[config.mk]
export PLATFORM = sky130hd
export DESIGN_NAME = jam_cost_server_flat
export DESIGN_NICKNAME = d
export VERILOG_FILES = /design/src/rtl/jam_cost_server_if.sv /design/src/rtl/jam_cost_server.sv /design/src/flat_wrapper.sv
export SDC_FILE = /design/constraint.sdc
export NUM_CORES = 1
export LEC_CHECK = 0
export BUFFER_PORTS_ARGS = -buffer_cell sky130_fd_sc_hd__buf_2
export CAP_MARGIN = 5
export CORE_MARGIN = 5
export CORE_UTILIZATION = 40
export CTS_CLUSTER_DIAMETER = 60
export CTS_CLUSTER_SIZE = 14
export DETAILED_ROUTE_END_ITERATION = 10
export GPL_ROUTABILITY_DRIVEN = 0
export HOLD_SLACK_MARGIN = 0.1
export MAX_ROUTING_LAYER = met4
export PLACE_DENSITY = 0.65
export SYNTH_ARGS = -nofsm -noshare
export SYNTH_HDL_FRONTEND = slang
export SYNTH_SLANG_ARGS = --single-unit
export TNS_END_PERCENT = 1
[constraint.sdc]
create_clock -name CLK -period 4.2 [get_ports CLK]
set_input_delay 0.42 -clock CLK [delete_from_list [all_inputs] [get_ports CLK]]
set_output_delay 0.42 -clock CLK [all_outputs]
set_load 0.01 [all_outputs]
[src/rtl/jam_cost_server_if.sv]
// Signal bundle between the JAM cost server, its stimulus loader and the JAM engine.
// The master side is the loader plus the engine; the slave side is the server.
interface jam_cost_server_if #(
  parameter int DATA_W = 7,
  parameter int IDX_W  = 3,
  parameter int CYC_W  = 20
);
  // Loader side: table entries and expected results.
  logic              ld_valid;
  logic              ld_ready;
  logic [DATA_W-1:0] ld_data;
  logic              exp_valid;
  logic [9:0]        exp_min;
  logic [3:0]        exp_cnt;

  // Engine side: reset, cost lookup and results.
  logic              JAM_RST;
  logic [IDX_W-1:0]  W;
  logic [IDX_W-1:0]  J;
  logic [DATA_W-1:0] Cost;
  logic [9:0]        MinCost;
  logic [3:0]        MatchCount;
  logic              Valid;

  // Run status.
  logic              done;
  logic              pass;
  logic              timeout;
  logic [CYC_W-1:0]  cycles;

  modport master (
    output ld_valid, ld_data, exp_valid, exp_min, exp_cnt,
    output W, J, MinCost, MatchCount, Valid,
    input  ld_ready, JAM_RST, Cost, done, pass, timeout, cycles
  );

  modport slave (
    input  ld_valid, ld_data, exp_valid, exp_min, exp_cnt,
    input  W, J, MinCost, MatchCount, Valid,
    output ld_ready, JAM_RST, Cost, done, pass, timeout, cycles
  );
endinterface

[src/rtl/jam_cost_server.sv]
// Cost-table responder for the JAM assignment engine: loads the 8x8 table and the
// expected result, releases the engine, serves lookups and grades the result.
module jam_cost_server #(
  parameter int               DATA_W  = 7,
  parameter int               IDX_W   = 3,
  parameter int               CYC_W   = 20,
  parameter logic [CYC_W-1:0] TIMEOUT = 20'd1000000
) (
  input  logic           CLK,
  input  logic           RST,
  jam_cost_server_if.slave bus
);

  localparam int               ADDR_W       = 2 * IDX_W;
  localparam int               ENTRIES      = 1 << ADDR_W;
  localparam logic [CYC_W-1:0] TIMEOUT_LAST = TIMEOUT - 1'b1;

  typedef enum logic [1:0] {
    S_LOAD,
    S_RELEASE,
    S_RUN,
    S_DONE
  } state_t;

  state_t            state;
  state_t            state_next;

  // One extra bit so the index can reach ENTRIES, which marks the table as full.
  logic [ADDR_W:0]   load_idx;
  logic              load_full;
  logic              ld_fire;

  logic [DATA_W-1:0] table_mem [ENTRIES];

  logic [9:0]        exp_min_q;
  logic [3:0]        exp_cnt_q;
  logic              exp_loaded;

  logic              jam_rst_q;
  logic [DATA_W-1:0] cost_q;
  logic              done_q;
  logic              pass_q;
  logic              timeout_q;
  logic [CYC_W-1:0]  cycles_q;

  assign load_full    = load_idx[ADDR_W];
  assign bus.ld_ready = (state == S_LOAD) && !load_full;
  assign ld_fire      = bus.ld_valid && bus.ld_ready;

  assign bus.JAM_RST  = jam_rst_q;
  assign bus.Cost     = cost_q;
  assign bus.done     = done_q;
  assign bus.pass     = pass_q;
  assign bus.timeout  = timeout_q;
  assign bus.cycles   = cycles_q;

  // NOTE: sequential state is updated with non-blocking assignments so every
  // register samples the pre-edge values of the others, independent of block order.
  always_ff @(posedge CLK or posedge RST) begin
    if (RST) begin
      state <= S_LOAD;
    end else begin
      state <= state_next;
    end
  end

  // NOTE: state_next gets its default before the case so no path leaves it
  // unassigned, which would otherwise infer a latch.
  always_comb begin
    state_next = state;
    case (state)
      S_LOAD:    if (load_full && exp_loaded) state_next = S_RELEASE;
      S_RELEASE: state_next = S_RUN;
      S_RUN:     if (bus.Valid || (cycles_q == TIMEOUT_LAST)) state_next = S_DONE;
      S_DONE:    state_next = S_DONE;
      default:   state_next = S_LOAD;
    endcase
  end

  // NOTE: the table has no reset; after reset its contents are undefined and a
  // full reload is required, so clearing it would only cost a reset network.
  always_ff @(posedge CLK) begin
    if (ld_fire) begin
      table_mem[load_idx[ADDR_W-1:0]] <= bus.ld_data;
    end
  end

  always_ff @(posedge CLK or posedge RST) begin
    if (RST) begin
      load_idx   <= '0;
      exp_min_q  <= '0;
      exp_cnt_q  <= '0;
      exp_loaded <= 1'b0;
      jam_rst_q  <= 1'b1;
      cost_q     <= '0;
      done_q     <= 1'b0;
      pass_q     <= 1'b0;
      timeout_q  <= 1'b0;
      cycles_q   <= '0;
    end else begin
      // Outputs are registered from the next state so they change with the state.
      jam_rst_q <= (state_next != S_RUN);
      done_q    <= (state_next == S_DONE);

      if (ld_fire) begin
        load_idx <= load_idx + 1'b1;
      end

      if ((state == S_LOAD) && bus.exp_valid) begin
        exp_min_q  <= bus.exp_min;
        exp_cnt_q  <= bus.exp_cnt;
        exp_loaded <= 1'b1;
      end

      // The lookup is only served while the engine stays running; Cost is 0 otherwise.
      if ((state == S_RUN) && (state_next == S_RUN)) begin
        cost_q <= table_mem[{bus.W, bus.J}];
      end else begin
        cost_q <= '0;
      end

      if (state == S_RUN) begin
        if (cycles_q != '1) begin
          cycles_q <= cycles_q + 1'b1;
        end
        // Valid takes priority over the timeout in the same cycle.
        if (bus.Valid) begin
          pass_q <= (bus.MinCost == exp_min_q) && (bus.MatchCount == exp_cnt_q);
        end else if (cycles_q == TIMEOUT_LAST) begin
          timeout_q <= 1'b1;
          pass_q    <= 1'b0;
        end
      end
    end
  end

endmodule

[src/flat_wrapper.sv]
// flat-port wrapper written by rule: the top's interface ports become plain ports
module jam_cost_server_flat 
#(
  parameter int               DATA_W  = 7,
  parameter int               IDX_W   = 3,
  parameter int               CYC_W   = 20,
  parameter logic [CYC_W-1:0] TIMEOUT = 20'd1000000
)
  (CLK, RST, bus_ld_valid, bus_ld_data, bus_exp_valid, bus_exp_min, bus_exp_cnt, bus_W, bus_J, bus_MinCost, bus_MatchCount, bus_Valid, bus_ld_ready, bus_JAM_RST, bus_Cost, bus_done, bus_pass, bus_timeout, bus_cycles);
  jam_cost_server_if #(.DATA_W(DATA_W), .IDX_W(IDX_W), .CYC_W(CYC_W)) bus_i ();
  input  logic CLK;
  input  logic RST;
  input wire logic [$bits(bus_i.ld_valid)-1:0] bus_ld_valid;
  input wire logic [$bits(bus_i.ld_data)-1:0] bus_ld_data;
  input wire logic [$bits(bus_i.exp_valid)-1:0] bus_exp_valid;
  input wire logic [$bits(bus_i.exp_min)-1:0] bus_exp_min;
  input wire logic [$bits(bus_i.exp_cnt)-1:0] bus_exp_cnt;
  input wire logic [$bits(bus_i.W)-1:0] bus_W;
  input wire logic [$bits(bus_i.J)-1:0] bus_J;
  input wire logic [$bits(bus_i.MinCost)-1:0] bus_MinCost;
  input wire logic [$bits(bus_i.MatchCount)-1:0] bus_MatchCount;
  input wire logic [$bits(bus_i.Valid)-1:0] bus_Valid;
  output wire logic [$bits(bus_i.ld_ready)-1:0] bus_ld_ready;
  output wire logic [$bits(bus_i.JAM_RST)-1:0] bus_JAM_RST;
  output wire logic [$bits(bus_i.Cost)-1:0] bus_Cost;
  output wire logic [$bits(bus_i.done)-1:0] bus_done;
  output wire logic [$bits(bus_i.pass)-1:0] bus_pass;
  output wire logic [$bits(bus_i.timeout)-1:0] bus_timeout;
  output wire logic [$bits(bus_i.cycles)-1:0] bus_cycles;
  assign bus_i.ld_valid = bus_ld_valid;
  assign bus_i.ld_data = bus_ld_data;
  assign bus_i.exp_valid = bus_exp_valid;
  assign bus_i.exp_min = bus_exp_min;
  assign bus_i.exp_cnt = bus_exp_cnt;
  assign bus_i.W = bus_W;
  assign bus_i.J = bus_J;
  assign bus_i.MinCost = bus_MinCost;
  assign bus_i.MatchCount = bus_MatchCount;
  assign bus_i.Valid = bus_Valid;
  assign bus_ld_ready = bus_i.ld_ready;
  assign bus_JAM_RST = bus_i.JAM_RST;
  assign bus_Cost = bus_i.Cost;
  assign bus_done = bus_i.done;
  assign bus_pass = bus_i.pass;
  assign bus_timeout = bus_i.timeout;
  assign bus_cycles = bus_i.cycles;
  jam_cost_server #(.DATA_W(DATA_W), .IDX_W(IDX_W), .CYC_W(CYC_W), .TIMEOUT(TIMEOUT)) u_core (.CLK(CLK), .RST(RST), .bus(bus_i));
endmodule
==> results of run 1 <==
critical path, cell delays in order, from the launching register on:
cell	delay, ns
dfrtp_1	0.42
nor4b_2	0.28
buf_4	0.20
nor2b_1	0.28
nand3_1	0.62
nor2_1	0.89
cell type report:
cell class	count	area [sq um]	area share, %
Inverter	7	26.3	0.117
Timing Repair Buffer	106	674	3.00
Sequential cell	503	14800	66.0
Multi-Input combinational cell	445	4770	21.2
Clock inverter	10	135	0.601
Clock buffer	58	1200	5.32
Tap cell	664	831	3.70
stage by stage:
stage | cell area, sq um | power, mW | hold slack, ns | std cells
after floorplan | 19900 | 5.82 | 0.439 | 1004
after detailed placement | 21000 | 5.99 | 0.465 | 1710
after global placement | 21000 | 5.99 | 0.463 | 1710
after CTS | 22500 | 9.87 | 0.201 | 1793
final | 22500 | 9.77 | 0.231 | 1793
after global routing | 22500 | 10.1 | 0.226 | 1793
path summary, 6_finish.rpt:
| kind | from | to | cells past startpoint |
|---|---|---|---|
| max in group asynchronous | RST | u_core.load_idx[3]$_DFFE_PP0P_ | 4 |
| min in group asynchronous | RST | u_core.bus.cycles[2]$_DFFE_PP0P_ | 4 |
| worst min register to register | u_core.exp_loaded$_DFFE_PP0P_ | u_core.exp_loaded$_DFFE_PP0P_ | 1 |
| worst max register to register | u_core.load_idx[6]$_DFFE_PP0P_ | u_core.table_mem[22][3]$_DFFE_PP_ | 5 |
| worst max-delay path | u_core.load_idx[6]$_DFFE_PP0P_ | u_core.table_mem[22][3]$_DFFE_PP_ | 5 |
| worst min-delay path | bus_Valid | u_core.bus.timeout$_DFFE_PP0P_ | 3 |
routing by layer:
metal / vias up / share of wire (%)
met5: - / 0
met4: 0 / 1.9
met3: 63 / 8.1
met2: 374 / 47
met1: 5151 / 43
li1: 4262 / -
power by group:
group	total (mW)	internal (mW)	leakage (nW)	switching, mW
logic	0.433	0.176	1.97	0.257
registers	5.46	5.45	4.77	0.00694
clock network	3.88	2.08	0.647	1.79
total	9.77	7.71	7.39	2.06
kinds of logic (layout without fill, tap and decap cells):
family                   Yosys count  in the layout  synth area share [%]
multiplexers                     154            154                  15.3
AO/OA/AOI/OAI                     54             54                  2.01
flip-flops                       503            503                  74.4
adder cells (fa/ha/maj)            2              2                 0.125
XOR/XNOR                          38             38                  1.67
AND/OR/NAND/NOR                  197            197                  4.82
buffers and inverters             56            181                  1.71
timing repair:
| item | in CTS | in global routing |
|---|---|---|
| hold endpoints to repair | 68 | 0 |
| setup endpoints to repair | 0 | 0 |
| buffers inserted | 0 | 0 |
| hold buffers | 15 | 0 |
flip-flops by register name, summed over array words and instances (netlist names):
register	count
u_core.bus.Cost	7
u_core.bus.JAM_RST	1
u_core.bus.cycles	20
u_core.bus.done	1
u_core.bus.pass	1
u_core.bus.timeout	1
u_core.exp_cnt_q	4
u_core.exp_loaded	1
u_core.exp_min_q	10
u_core.load_idx	7
u_core.state	2
u_core.table_mem	448
placed cells by master (no fill, tap or decap), types with 7 or more instances in the layout:
cell / count
nor2_1: 90
nor2b_1: 8
dfrtp_1: 54
clkbuf_16: 46
xor2_1: 13
mux4_1: 7
nor3_1: 19
a21oi_1: 10
edfxtp_1: 448
mux2_2: 18
dlygate4sd3_1: 15
mux4_2: 110
buf_4: 13
a22oi_1: 16
clkbuf_1: 12
mux2i_1: 19
nand2_1: 25
nand3_1: 11
buf_2: 75
nand4_1: 8
xnor2_1: 25
==> results.md, run 1 <==
* Routed len/inst at between 20 and 25 microns
* Synth Net Count at 1052
* Worst EP arrival at approximately 3.3 ns
* Layout area overhead at 12.6%
* Startpoint types: flop
* Tot GR Track Use at around 17%
* Post-synthesis sequential area ratio at about three quarters
* Met2 usage at 24.6%
* Worst Max-Slew Pin Slew at 1.19 ns
* Final Hold Viols at 0
* TritonCTS Buffers at 45
* NumNets Final at roughly 1200
* Clock slew at reported path FFs at around 0.060 ns
* CP Class: reg2reg
* R2R setup slack at 1.13 ns
* Vias in the first global route at 9994
* Final setup violating endpoints at 0
* Avg Vias per Cell at between 5 and 6
* Clock Latency Late Sink at between 0.5 and 0.6 ns
* Final core utilization at 45.7%
* Die ar. at roughly 0.054 sq mm
* DRT Pass-1 Iters at 5
* Setup Slack @ Placement at around 1.1 ns
* CTS tree: done
* Pins Over Slew Limit at 0
* Mapped Area at about 0.02 sq mm
* Most common cell in the netlist: edfxtp_1
* Setup Skew at just under 0.04 ns
* Top post-synthesis cells by area: edfxtp_1 (67%), mux4_2 (12%), dfrtp_1 (6.8%)
* CP Max Fanout at 8
* Clock sink total at between 500 and 600
* Antenna Cells at 0
* Power Dens Cells at approximately 430 mW/mm^2
* Final setup margin at 1.13 ns
* Post-Syn Area per Cell at about 20 sq um
* Syn Inst Count at approximately 1000
* Synth unique cells at 58
* Met3 usage at approximately 4.2%
* Die height at 233 microns
* RSZ-0062 raised after global routing: false
* Ys Warns at 0
* # resized after CTS at 0
* Post-DP HPWL at between 20000 and 30000 microns
* H-tree lvl count at 2
* Most used routing layer: met2
* Die X at between 200 and 250 microns
* Top_reg_cell synth: edfxtp_1
* Post-synth EDFFs at roughly 450
* Overflow after GRT at 0
* DR iter-0 viols at 870
* Root Driver: clkbuf_16
* Buffers added on ports at 77
* Leakage at ~7.4 nW
* #FFs+latches synth at ~500
* Hold Crit Class: in2reg
* Via count at between 9000 and 10000
* First-pass GRT wire length at approximately 65000 microns
* Post-synth top area share at around 67%
* Slew HR at about a fifth
* # rows at ~80
* Drc violations at 0
* Filler instances at between 4000 and 5000
* Met1 Use GR at between 20% and 30%
* Final period util at between 70% and 80%
* Antenna viol nets, final at 0
* Largest net degree at the start of global routing at 65
* Core region area at slightly below 0.05 sq mm
* Clock buffer depth at 3
* Async SR Flop Fraction at 10.9%
* Initial antenna violation count at 1
* Crit path capture type: flop
* Initial Util at between 40% and 50%
* Outcome: completed
* Layout cell share with drive strength beyond 1 at about a quarter
* Tmin final at 3.07 ns
* # IOs at between 70 and 80
* WL final at 43600 microns
* Synth area leader: edfxtp_1
* Synth top cells by count: edfxtp_1 (448), mux4_2 (110), nor2_1 (90)
* Fmax achieved at about 330 MHz
* Worst endpoint required time at around 4.4 ns
* MaxCap Viol Count at 0
* Setup total negative slack at 0 ns
* VDD IR-drop max at 0.398 mV
No activity file was read; power rests on OpenSTA's default activity.
==> run 2: changes to the inputs <==
==> constraint.sdc (replaced) <==
create_clock -name CLK -period 3.2 [get_ports CLK]
set_input_delay 0.32 -clock CLK [delete_from_list [all_inputs] [get_ports CLK]]
set_output_delay 0.32 -clock CLK [all_outputs]
set_load 0.01 [all_outputs]
==> run 2 against run 1 <==
First-iteration DRC count shrank 2.5%. Clock power grew 30%. Global-route usage is essentially flat. Clock skew shrank 0.0078 ns. Setup slack lost 0.54 ns. Non-clock buffer count grew 74. Critical path depth is the same. Flip-flop and latch count is the same. Sequential share of layout area shrank 1.6 points. Worst hold slack lost 0.097 ns. Largest cell class unchanged.
==> results.md, run 2 (same netlist as run 1, synthesis figures left out) <==
* Startpoint types: flop (unchanged)
* Crit-path max cell delay at 0.65 ns (was 0.89 ns)
* Cells on worst reg2reg path at 5 (unchanged)
* Hold path start: bus_Valid (unchanged)
* Post-DP HPWL at 28300 microns (was 27000 microns)
* Final setup margin at 0.589 ns (was 1.13 ns)
* Worst EP arrival at 2.80 ns (was 3.27 ns)
* Setup Slack @ Placement at 0.149 ns (was 1.14 ns)
* Slew HR at 20.1% (was 20.8%)
* Root Driver: clkbuf_16 (unchanged)
* Hold path cells at 3 (unchanged)
* Hold endpoint: u_core.bus.timeout$_DFFE_PP0P_ (unchanged)
* Setup Skew at 0.0309 ns (was 0.0387 ns)
* Critical path depth in cells at 5 (unchanged)
* Avg Vias per Cell at 5.35 (was 5.49)
* Worst endpoint required time at 3.39 ns (was 4.41 ns)
* Setup total negative slack at 0 ns (unchanged)
* DRT Pass-1 Iters at 5 (unchanged)
* CP Buf/Inv Count at 1 (unchanged)
* Initial antenna violation count at 3 (was 1)
* Via count at 10000 (was 9850)
* Tot GR Track Use at 16.6% (was 16.5%)
* Outcome: completed (unchanged)
* Tot Pwr at 12.8 mW (was 9.77 mW)
* Commonest non-fill, non-tap cell in the layout: edfxtp_1 (unchanged)
* # rows at 81 (unchanged)
* DR iter-0 viols at 848 (was 870)
* Worst flop-to-flop path endpoint: u_core.table_mem[36][5]$_DFFE_PP_ (was u_core.table_mem[22][3]$_DFFE_PP_)
* # IOs at 78 (unchanged)
* Antenna Cells at 0 (unchanged)
* Routed len/inst at 23.2 microns (was 24.3 microns)
* Clock sink total at 503 (unchanged)
* Core region area at 0.0492 sq mm (unchanged)
* Pins Over Slew Limit at 0 (unchanged)
* Worst Max-Slew Pin Slew at 1.20 ns (was 1.19 ns)
* Met2 usage at 26.4% (was 24.6%)
* CP Max Fanout at 7 (was 8)
* Antenna viol nets, final at 0 (unchanged)
* Final period util at 81.6% (was 73.0%)
* Layout cell share with drive strength beyond 1 at 29.9% (was 25.6%)
* # resized after CTS at 0 (unchanged)
* TritonCTS Buffers at 44 (was 45)
* Final Hold Viols at 0 (unchanged)
* Initial Util at 40.6% (unchanged)
* H-tree lvl count at 2 (unchanged)
* Final setup violating endpoints at 0 (unchanged)
* Most used routing layer: met2 (unchanged)
* VDD IR-drop max at 0.507 mV (was 0.398 mV)
* Crit path capture type: flop (unchanged)
* Clock Latency Late Sink at 0.58 ns (was 0.59 ns)
* Placed cell area at 0.0216 sq mm (was 0.0210 sq mm)
* Largest net degree at the start of global routing at 65 (unchanged)
* Overflow after GRT at 0 (unchanged)
* Die height at 233 microns (unchanged)
* Clock buffer depth at 3 (unchanged)
* Commonest cells after routing, fill and taps aside: edfxtp_1 (448), mux4_2 (110), nor2_1 (90), buf_4 (86), buf_2 (75) (was edfxtp_1 (448), mux4_2 (110), nor2_1 (90), buf_2 (75), dfrtp_1 (54))
* Leakage at 7.77 nW (was 7.39 nW)
* MaxCap Viol Count at 0 (unchanged)
* NumNets Final at 1229 (was 1156)
* RSZ-0062 raised after global routing: false (unchanged)
* Largest register FFs at 448 (unchanged)
* CP max-delay cell: nor2_1 (unchanged)
* Power Dens Cells at 555 mW/mm^2 (was 435 mW/mm^2)
* R2R Path Start: u_core.load_idx[6]$_DFFE_PP0P_ (unchanged)
* Drc violations at 0 (unchanged)
* Tmin final at 2.61 ns (was 3.07 ns)
* Clock slew at reported path FFs at 0.07 ns (was 0.06 ns)
* Hold Crit Class: in2reg (unchanged)
* Die X at 233 microns (unchanged)
* Vias in the first global route at 10400 (was 9994)
* R2R setup slack at 0.59 ns (was 1.13 ns)
* Family with the most delay on the worst path: simple AND/OR/NAND/NOR gates (unchanged)
* Buffers added on ports at 77 (unchanged)
* Met3 usage at 2.21% (was 4.24%)
* Fin area at 0.0230 sq mm (was 0.0225 sq mm)
* Layout area overhead at 15.4% (was 12.6%)
* CP Class: reg2reg (unchanged)
* CTS tree: done (unchanged)
* Fmax achieved at 383 MHz (was 326 MHz)
* Critical Path, Cell by Cell: nor4b_2, buf_4, nor2b_1, nand2_1, nor2_1 (was nor4b_2, buf_4, nor2b_1, nand3_1, nor2_1)
* WL final at 43500 microns (was 43600 microns)
* First-pass GRT wire length at 65900 microns (was 65200 microns)
* Met1 Use GR at 23.0% (was 23.4%)
* Die ar. at 0.0544 sq mm (unchanged)
run 2: cell count changes in the layout (fill, tap and decap cells not counted):
cell	change
clkinv_16	-1
clkbuf_8	+1
inv_6	+1
buf_4	+73
clkinvlp_4	+1
inv_8	-1
clkbuf_1	+10
clkinv_2	-1
clkinv_4	+1
clkinv_8	-1
clkbuf_16	-1
buf_12	+1
run 2: worst max-delay path by stage:
stage / from / to / slack (ns)
3_3_place_gp: bus_J[2] / u_core.bus.Cost[2]$_DFF_PP0_ / 0.22
6_report: u_core.load_idx[6]$_DFFE_PP0P_ / u_core.table_mem[36][5]$_DFFE_PP_ / 0.59
3_5_place_dp: bus_J[2] / u_core.bus.Cost[2]$_DFF_PP0_ / 0.15
2_1_floorplan: u_core.load_idx[6]$_DFFE_PP0P_ / u_core.table_mem[63][0]$_DFFE_PP_ / 1.03
4_1_cts: u_core.load_idx[6]$_DFFE_PP0P_ / u_core.table_mem[36][5]$_DFFE_PP_ / 0.54
5_1_grt: u_core.load_idx[6]$_DFFE_PP0P_ / u_core.table_mem[36][5]$_DFFE_PP_ / 0.37
run 2: where the power goes:
part           leakage [nW]  switching (mW)  internal [mW]
clock network         0.634            2.30           2.73
registers              4.77         0.00846           7.15
logic                  2.37           0.336          0.242
run 2: metal layers:
layer  vias up  part of all wire, %  wire length [microns]
met4         0                  1.9                    828
met1      5262                   43                  18800
met2       314                   49                  21300
met5         -                    0                      0
met3        51                  6.0                   2590
li1       4407                    -                      -
run 2: through the flow:
stage          utilization (%)  hold slack, ns  cells
6_report                  46.8           0.133   1876
3_3_place_gp              43.8           0.458   1784
4_1_cts                   46.8           0.109   1876
5_1_grt                   46.8           0.139   1876
3_5_place_dp              43.8           0.466   1784
2_1_floorplan                -           0.419   1004
run 2: timing repair:
| item | in CTS | in global routing |
|---|---|---|
| buffers inserted | 0 | 0 |
| hold endpoints to repair | 47 | 0 |
| endpoints found under the setup margin | 0 | 0 |
| hold buffers | 15 | 0 |
run 2: cell type report:
type                       instances  area, sq um
multi-input combinational        445         4770
clock buffer                      68         1220
inverter                           7         26.3
clock inverter                     9         97.6
fill                            4116        26100
tap                              664          831
sequential                       503        14800
timing repair buffer             180         1240
run 2: tightest hold or removal path: stages:
cell    delay [ns]
buf_2         0.12
nor2_1        0.07
a21o_1        0.17
